$ cat src/rtl/onchip_mem_arbiter_pkg.sv
// Shared constants and the round-robin pick helper for the on-chip RAM arbiter.
// rr_pick works on up to RR_MAX requesters; callers zero-extend their request vector.
package mem_arb_pkg;

   localparam int          MEM_ADDR_W = 17;
   localparam int          MEM_DATA_W = 32;
   localparam int          MEM_BE_W   = 4;
   localparam int          MEM_DEPTH  = 75000;
   localparam int          MEM_RD_LAT = 1;
   localparam int unsigned RR_MAX     = 8;
   localparam int          RR_IDX_W   = 3;

   typedef struct packed {
      logic                valid;
      logic [RR_IDX_W-1:0] idx;
   } rr_pick_t;

   // First active index at or above ptr, wrapping at n; n must be <= RR_MAX and ptr < n.
   function automatic rr_pick_t rr_pick(input logic [RR_MAX-1:0]   active,
                                        input logic [RR_IDX_W-1:0] ptr,
                                        input int unsigned         n);
      rr_pick_t    r;
      int unsigned cand;
      r = '0;
      for (int unsigned k = 0; k < RR_MAX; k++) begin
         cand = 32'(ptr) + k;
         if (cand >= n) cand = cand - n;
         if (k < n && !r.valid && active[cand[RR_IDX_W-1:0]]) begin
            r.valid = 1'b1;
            r.idx   = cand[RR_IDX_W-1:0];
         end
      end
      return r;
   endfunction

endpackage

$ cat src/rtl/onchip_mem_arbiter_rr.sv
// Round-robin arbiter: combinational grant from a registered pointer, zero latency.
// No backpressure of its own; the pointer moves past the winner only on a grant.
module rr_arbiter
   import mem_arb_pkg::*;
#(
   parameter int N = 4,
   localparam int IDX_W = $clog2(N)
) (
   input  logic             clk,
   input  logic             reset,
   input  logic [N-1:0]     active,
   output logic [N-1:0]     grant_onehot,
   output logic [IDX_W-1:0] grant_idx,
   output logic             grant_valid
);

   logic [IDX_W-1:0]  rr_ptr;
   logic [RR_MAX-1:0] active_ext;
   rr_pick_t          pick;

   always_comb begin
      active_ext        = '0;
      active_ext[N-1:0] = active;
      pick              = rr_pick(active_ext, RR_IDX_W'(rr_ptr), N);
   end

   assign grant_valid = pick.valid;
   assign grant_idx   = IDX_W'(pick.idx);

   always_comb begin
      grant_onehot = '0;
      if (pick.valid) grant_onehot[grant_idx] = 1'b1;
   end

   always_ff @(posedge clk) begin
      if (reset) begin
         rr_ptr <= '0;
      end else if (grant_valid) begin
         rr_ptr <= (grant_idx == IDX_W'(N - 1)) ? '0 : grant_idx + IDX_W'(1);
      end
   end

endmodule

$ cat src/rtl/onchip_mem_arbiter.sv
// Shares one single-port RAM among NUM_REQ Avalon-MM masters; read data returns 1 cycle after acceptance.
// Losers are held off with waitrequest; requests are never latched, so masters must hold them stable.
module onchip_mem_arbiter
   import mem_arb_pkg::*;
#(
   parameter int NUM_REQ = 4,
   parameter int ADDR_W  = MEM_ADDR_W,
   parameter int DATA_W  = MEM_DATA_W,
   parameter int BE_W    = MEM_BE_W
) (
   input  logic                      clk,
   input  logic                      reset,
   input  logic [NUM_REQ*ADDR_W-1:0] req_address,
   input  logic [NUM_REQ*BE_W-1:0]   req_byteenable,
   input  logic [NUM_REQ-1:0]        req_read,
   input  logic [NUM_REQ-1:0]        req_write,
   input  logic [NUM_REQ*DATA_W-1:0] req_writedata,
   output logic [NUM_REQ-1:0]        req_waitrequest,
   output logic [DATA_W-1:0]         req_readdata,
   output logic [NUM_REQ-1:0]        req_readdatavalid,
   output logic [ADDR_W-1:0]         mem_address,
   output logic [BE_W-1:0]           mem_byteenable,
   output logic                      mem_chipselect,
   output logic                      mem_write,
   output logic [DATA_W-1:0]         mem_writedata,
   output logic                      mem_clken,
   input  logic [DATA_W-1:0]         mem_readdata
);

   localparam int IDX_W = $clog2(NUM_REQ);

   logic [NUM_REQ-1:0] active;
   logic [NUM_REQ-1:0] grant_onehot;
   logic [IDX_W-1:0]   grant_idx;
   logic               grant_valid;
   logic               granted;
   logic [IDX_W-1:0]   sel;
   logic               rd_accept;
   logic               rd_pend;
   logic [IDX_W-1:0]   rd_id;

   assign active = req_read | req_write;

   rr_arbiter #(.N(NUM_REQ)) u_rr (
      .clk          (clk),
      .reset        (reset),
      .active       (active),
      .grant_onehot (grant_onehot),
      .grant_idx    (grant_idx),
      .grant_valid  (grant_valid)
   );

   // Reset masks the grant here so nothing reaches the RAM or a master during reset.
   assign granted = grant_valid & ~reset;
   assign sel     = grant_valid ? grant_idx : '0;

   assign mem_address     = req_address[sel*ADDR_W +: ADDR_W];
   assign mem_byteenable  = req_byteenable[sel*BE_W +: BE_W];
   assign mem_writedata   = req_writedata[sel*DATA_W +: DATA_W];
   assign mem_chipselect  = granted;
   assign mem_write       = granted & req_write[sel];
   assign mem_clken       = 1'b1;
   assign req_waitrequest = ~(grant_onehot & {NUM_REQ{granted}});

   // Read+write together is a write and earns no read response.
   assign rd_accept = granted & req_read[sel] & ~req_write[sel];

   always_ff @(posedge clk) begin
      if (reset) begin
         rd_pend <= 1'b0;
         rd_id   <= '0;
      end else begin
         rd_pend <= rd_accept;
         if (rd_accept) rd_id <= sel;
      end
   end

   assign req_readdata = mem_readdata;

   always_comb begin
      req_readdatavalid = '0;
      if (rd_pend && !reset) req_readdatavalid[rd_id] = 1'b1;
   end

endmodule

$ cat config.mk
export PLATFORM = sky130hd
export DESIGN_NAME = onchip_mem_arbiter
export DESIGN_NICKNAME = d
export VERILOG_FILES = /design/src/rtl/onchip_mem_arbiter_pkg.sv /design/src/rtl/onchip_mem_arbiter_rr.sv /design/src/rtl/onchip_mem_arbiter.sv
export SDC_FILE = /design/constraint.sdc
export NUM_CORES = 1
export LEC_CHECK = 0
export ABC_CLOCK_PERIOD_IN_PS = 2600
export CAP_MARGIN = 20
export CORE_AREA = 2 2 137 139
export DETAILED_ROUTE_END_ITERATION = 16
export DIE_AREA = 0 0 139 141
export PLACE_DENSITY = 0.49
export RECOVER_POWER = 25
export SLEW_MARGIN = 20
export SYNTH_ARGS = -nofsm -noshare
export SYNTH_HDL_FRONTEND = slang
export SYNTH_SLANG_ARGS = --single-unit
$ cat constraint.sdc
create_clock -name clk -period 2.6 [get_ports clk]
set_input_delay 0.39 -clock clk [delete_from_list [all_inputs] [get_ports clk]]
set_output_delay 0.39 -clock clk [all_outputs]
set_load 0.01 [all_outputs]
==> flow_summary.toml, run 1 <==
[status]
status = "complete, no violations"

[critical_path]
worstPathMaxFanout = 8
critPathMaxStageDelay_ps = 300
crit_family = "buffers and inverters"
critical_path_class = "input port to output pin"
cp.arrival_ps = 2190
r2r_setup_slack_ps = 730
worstPathRequired_ps = 2210
worst_r2r_path_depth = 9
crit_path_cell_trace = "clkdlybuf4s15_2, nor2_4, buf_4, nand4b_1, o211ai_4, buf_12, buf_12, a22oi_2, o21ai_0, dlygate4sd2_1"
cpMostUsedCell = "buf_12"
timing.critical_path.buf_inv = 5
end_kind = "output pin"
r2r-end = "rd_id[1]"
startpoint_type = "input port"
slowest_stage = "dlygate4sd2_1"
r2r_start = "u_rr.rr_ptr[1]"

[sta]
grt_setup_unrepaired = "true"
timing.final.ws_setup_ps = 24.6
finalCritPeriodShare = 0.991
period_needed_ps = 2580
max_freq_ghz = 0.388
setup_viol = 0
finClkSkew_ps = 0.325
hold_violations = 0
setup_tns_ps = 0
final-max-slew-violation-count = 0

[grt]
antenna_found_initial = 0
grtUsageTotal = 0.135
met2_usage = 0.241
grt.overflow.total = 0
grt_max_degree = 33
gr-usage-met1 = 0.166
use_met3 = 0.0275
grt_pass1_wl_mm = 21.0
grt_pass1_vias = 3702
grt_busiest_layer = "met2"

[synthesis]
synth-edff-count = 0
ys_ff_latch = 5
syn_area_per_cell_um2 = 7.42
synth_compound_area_frac = 0.371
ys_seq_area_frac = 0.0470
ys_warn_count = 0
yosys-mux-area-fraction = 0.264
syn_inst = 287
async_flop_share = 0
netlist_area_mm2 = 0.00213
synth_top_family_by_area = "compound AO/OA/AOI/OAI gates"
ys_types = 40
synth_nets = 545
synth_simple_gate_area_frac = 0.103
yosys_most_used_dff = "dfxtp_1"
synthAdderAreaFrac = 0.0235
synth-xor-area-share = 0

[die]
core_area_mm2 = 0.0183
die_w_um = 139
ios = 350
initial_core_util = 0.117
die_h_um = 141
dieArea_mm2 = 0.0196
rows = 50

[power]
p_int_uw = 1870
pwr-share-seq = 0.038
combPwrFrac = 0.881
cellLeakagePower_uw = 0.00230
swShare = 0.410
power_frac_clock = 0.081
p_switching_uw = 1300
pwr_density_cell_mw_per_mm2 = 546
vdd_drop_max_mv = 0.265

[drt]
drt_pre_antenna_iters = 4
wl_per_cell_um = 17.8
route.detailed.drc = 0
drtIter0Drc = 97
postRouteWirelength_mm = 14.7
route.vias.total = 3534
antenna_left = 0
via_per_inst = 4.28

[placement]
placedInstanceArea_mm2 = 0.00535
post-place-ws_ps = -589
gp_congestion = 0.852
dp_cells = 793
dpl.hpwl_mm = 11.0
port_buffers = 284

[clocking]
cts_sinks = 5
clk_latency_ps = 230
clk_pin_slew_ps = 30
cts_buffer_depth = 2
cts_buffers = 3
cts-root-buf = "clkbuf_16"
cts_tree = "yes"
cts_hold_buffers = 0
htree_levels = 1

[cells_and_area]
layout_commonest_cell = "clkdlybuf4s50_1"
fin_cells = 825
area_growth_pct = 173
nFillCells = 1887
layout_common_cells = "clkdlybuf4s50_1, mux2i_1, buf_4"
stdcell_area_mm2 = 0.00582
fin_util = 0.318
drive_gt1_frac = 0.242
n_antenna_cell = 0
nets = 850

[hold_path]
min_to = "rd_id[1]"
hp-class = "register to register"
min_from = "rd_id[1]"
min_delay_path_depth = 2

[job]
maxCapViolations = 0
area by class of cell:
type	count	area (um^2)	share of cell area
Clock buffer	4	78.8	0.0136
Timing Repair Buffer	356	3530	0.607
Sequential cell	5	103	0.0176
Multi-Input combinational cell	221	1790	0.307
Inverter	5	21.3	0.00366
Tap cell	234	293	0.0503
timing repair:
action                     4_1_cts  5_1_grt
pin swaps                        8        8
setup endpoints to repair       59       55
gates cloned                     4        3
resized for setup              157       53
setup buffers                   12       10
state kept, by name, indices dropped and copies added (netlist names):
signal / cells
rd_id: 2
rd_pend: 1
u_rr.rr_ptr: 2
how the worst max path moves through the flow:
stage	from	cells after the start	slack (ps)	endpoint
floorplan	req_read[1]	7	460	mem_address[0]
global placement	req_write[1]	9	-580	mem_write
global route	req_write[0]	11	-40	mem_writedata[22]
finish	req_read[0]	10	20	mem_writedata[12]
CTS	req_write[2]	10	0.3	mem_address[15]
detailed placement	req_write[1]	9	-590	mem_write
cells in the mapped netlist, types with 2 or more instances:
master | number | area [um^2]
a21oi_1 | 3 | 15.0
a22oi_1 | 53 | 398
and3_1 | 2 | 12.5
buf_2 | 3 | 15.0
buf_4 | 34 | 255
buf_6 | 6 | 67.6
clkbuf_1 | 13 | 48.8
dfxtp_1 | 5 | 100
ha_1 | 4 | 50.1
inv_1 | 4 | 15.0
mux2i_1 | 55 | 551
nand2_1 | 11 | 41.3
nand2b_1 | 2 | 12.5
nor2_1 | 7 | 26.3
nor2b_1 | 4 | 25.0
nor3_4 | 2 | 32.5
nor3b_1 | 2 | 15.0
o21ai_0 | 40 | 200
o21ai_1 | 16 | 80.1
power groups by stage:
stage	Clock [uW]	Combinational, uW	Sequential [uW]
final	258	2800	120
after global routing	271	3000	121
after CTS	259	2640	116
after detailed placement	0	2530	114
after global placement	0	2520	114
after floorplan	0	1150	103
logic make-up after synthesis:
logic type      after synthesis
compound gates              123
fa+ha+maj                     4
mux                          56
flops                         5
other cells                   1
simple gates                 37
buf+inv                      61
layer usage:
metal | part of all wire | vias up
met2 | 0.50 | 175
met4 | 0.021 | 0
li1 | - | 1668
met3 | 0.061 | 23
met1 | 0.42 | 1668
met5 | 0 | -
stage by stage:
| step | total power [uW] | hold WS, ps |
|---|---|---|
| finish | 3170 | 539 |
| global route | 3400 | 581 |
| CTS | 3020 | 533 |
| detailed placement | 2650 | 528 |
| global placement | 2630 | 521 |
| floorplan | 1250 | 459 |
worst reg2reg max path, stage by stage, from the launching register on:
cell	delay [ps]
dfxtp_2	360
buf_4	170
nor2b_2	160
o211ai_4	210
buf_12	160
buf_12	150
a32oi_2	70
buf_4	160
a21oi_2	160
mux2i_1	200
Power figures use the tool's default switching activity.
==> run 2, diff against run 1 <==
RECOVER_POWER = not set   (was 25)
==> results of run 2 <==
No change in the layout: final DEF, timing and power equal those of run 1.
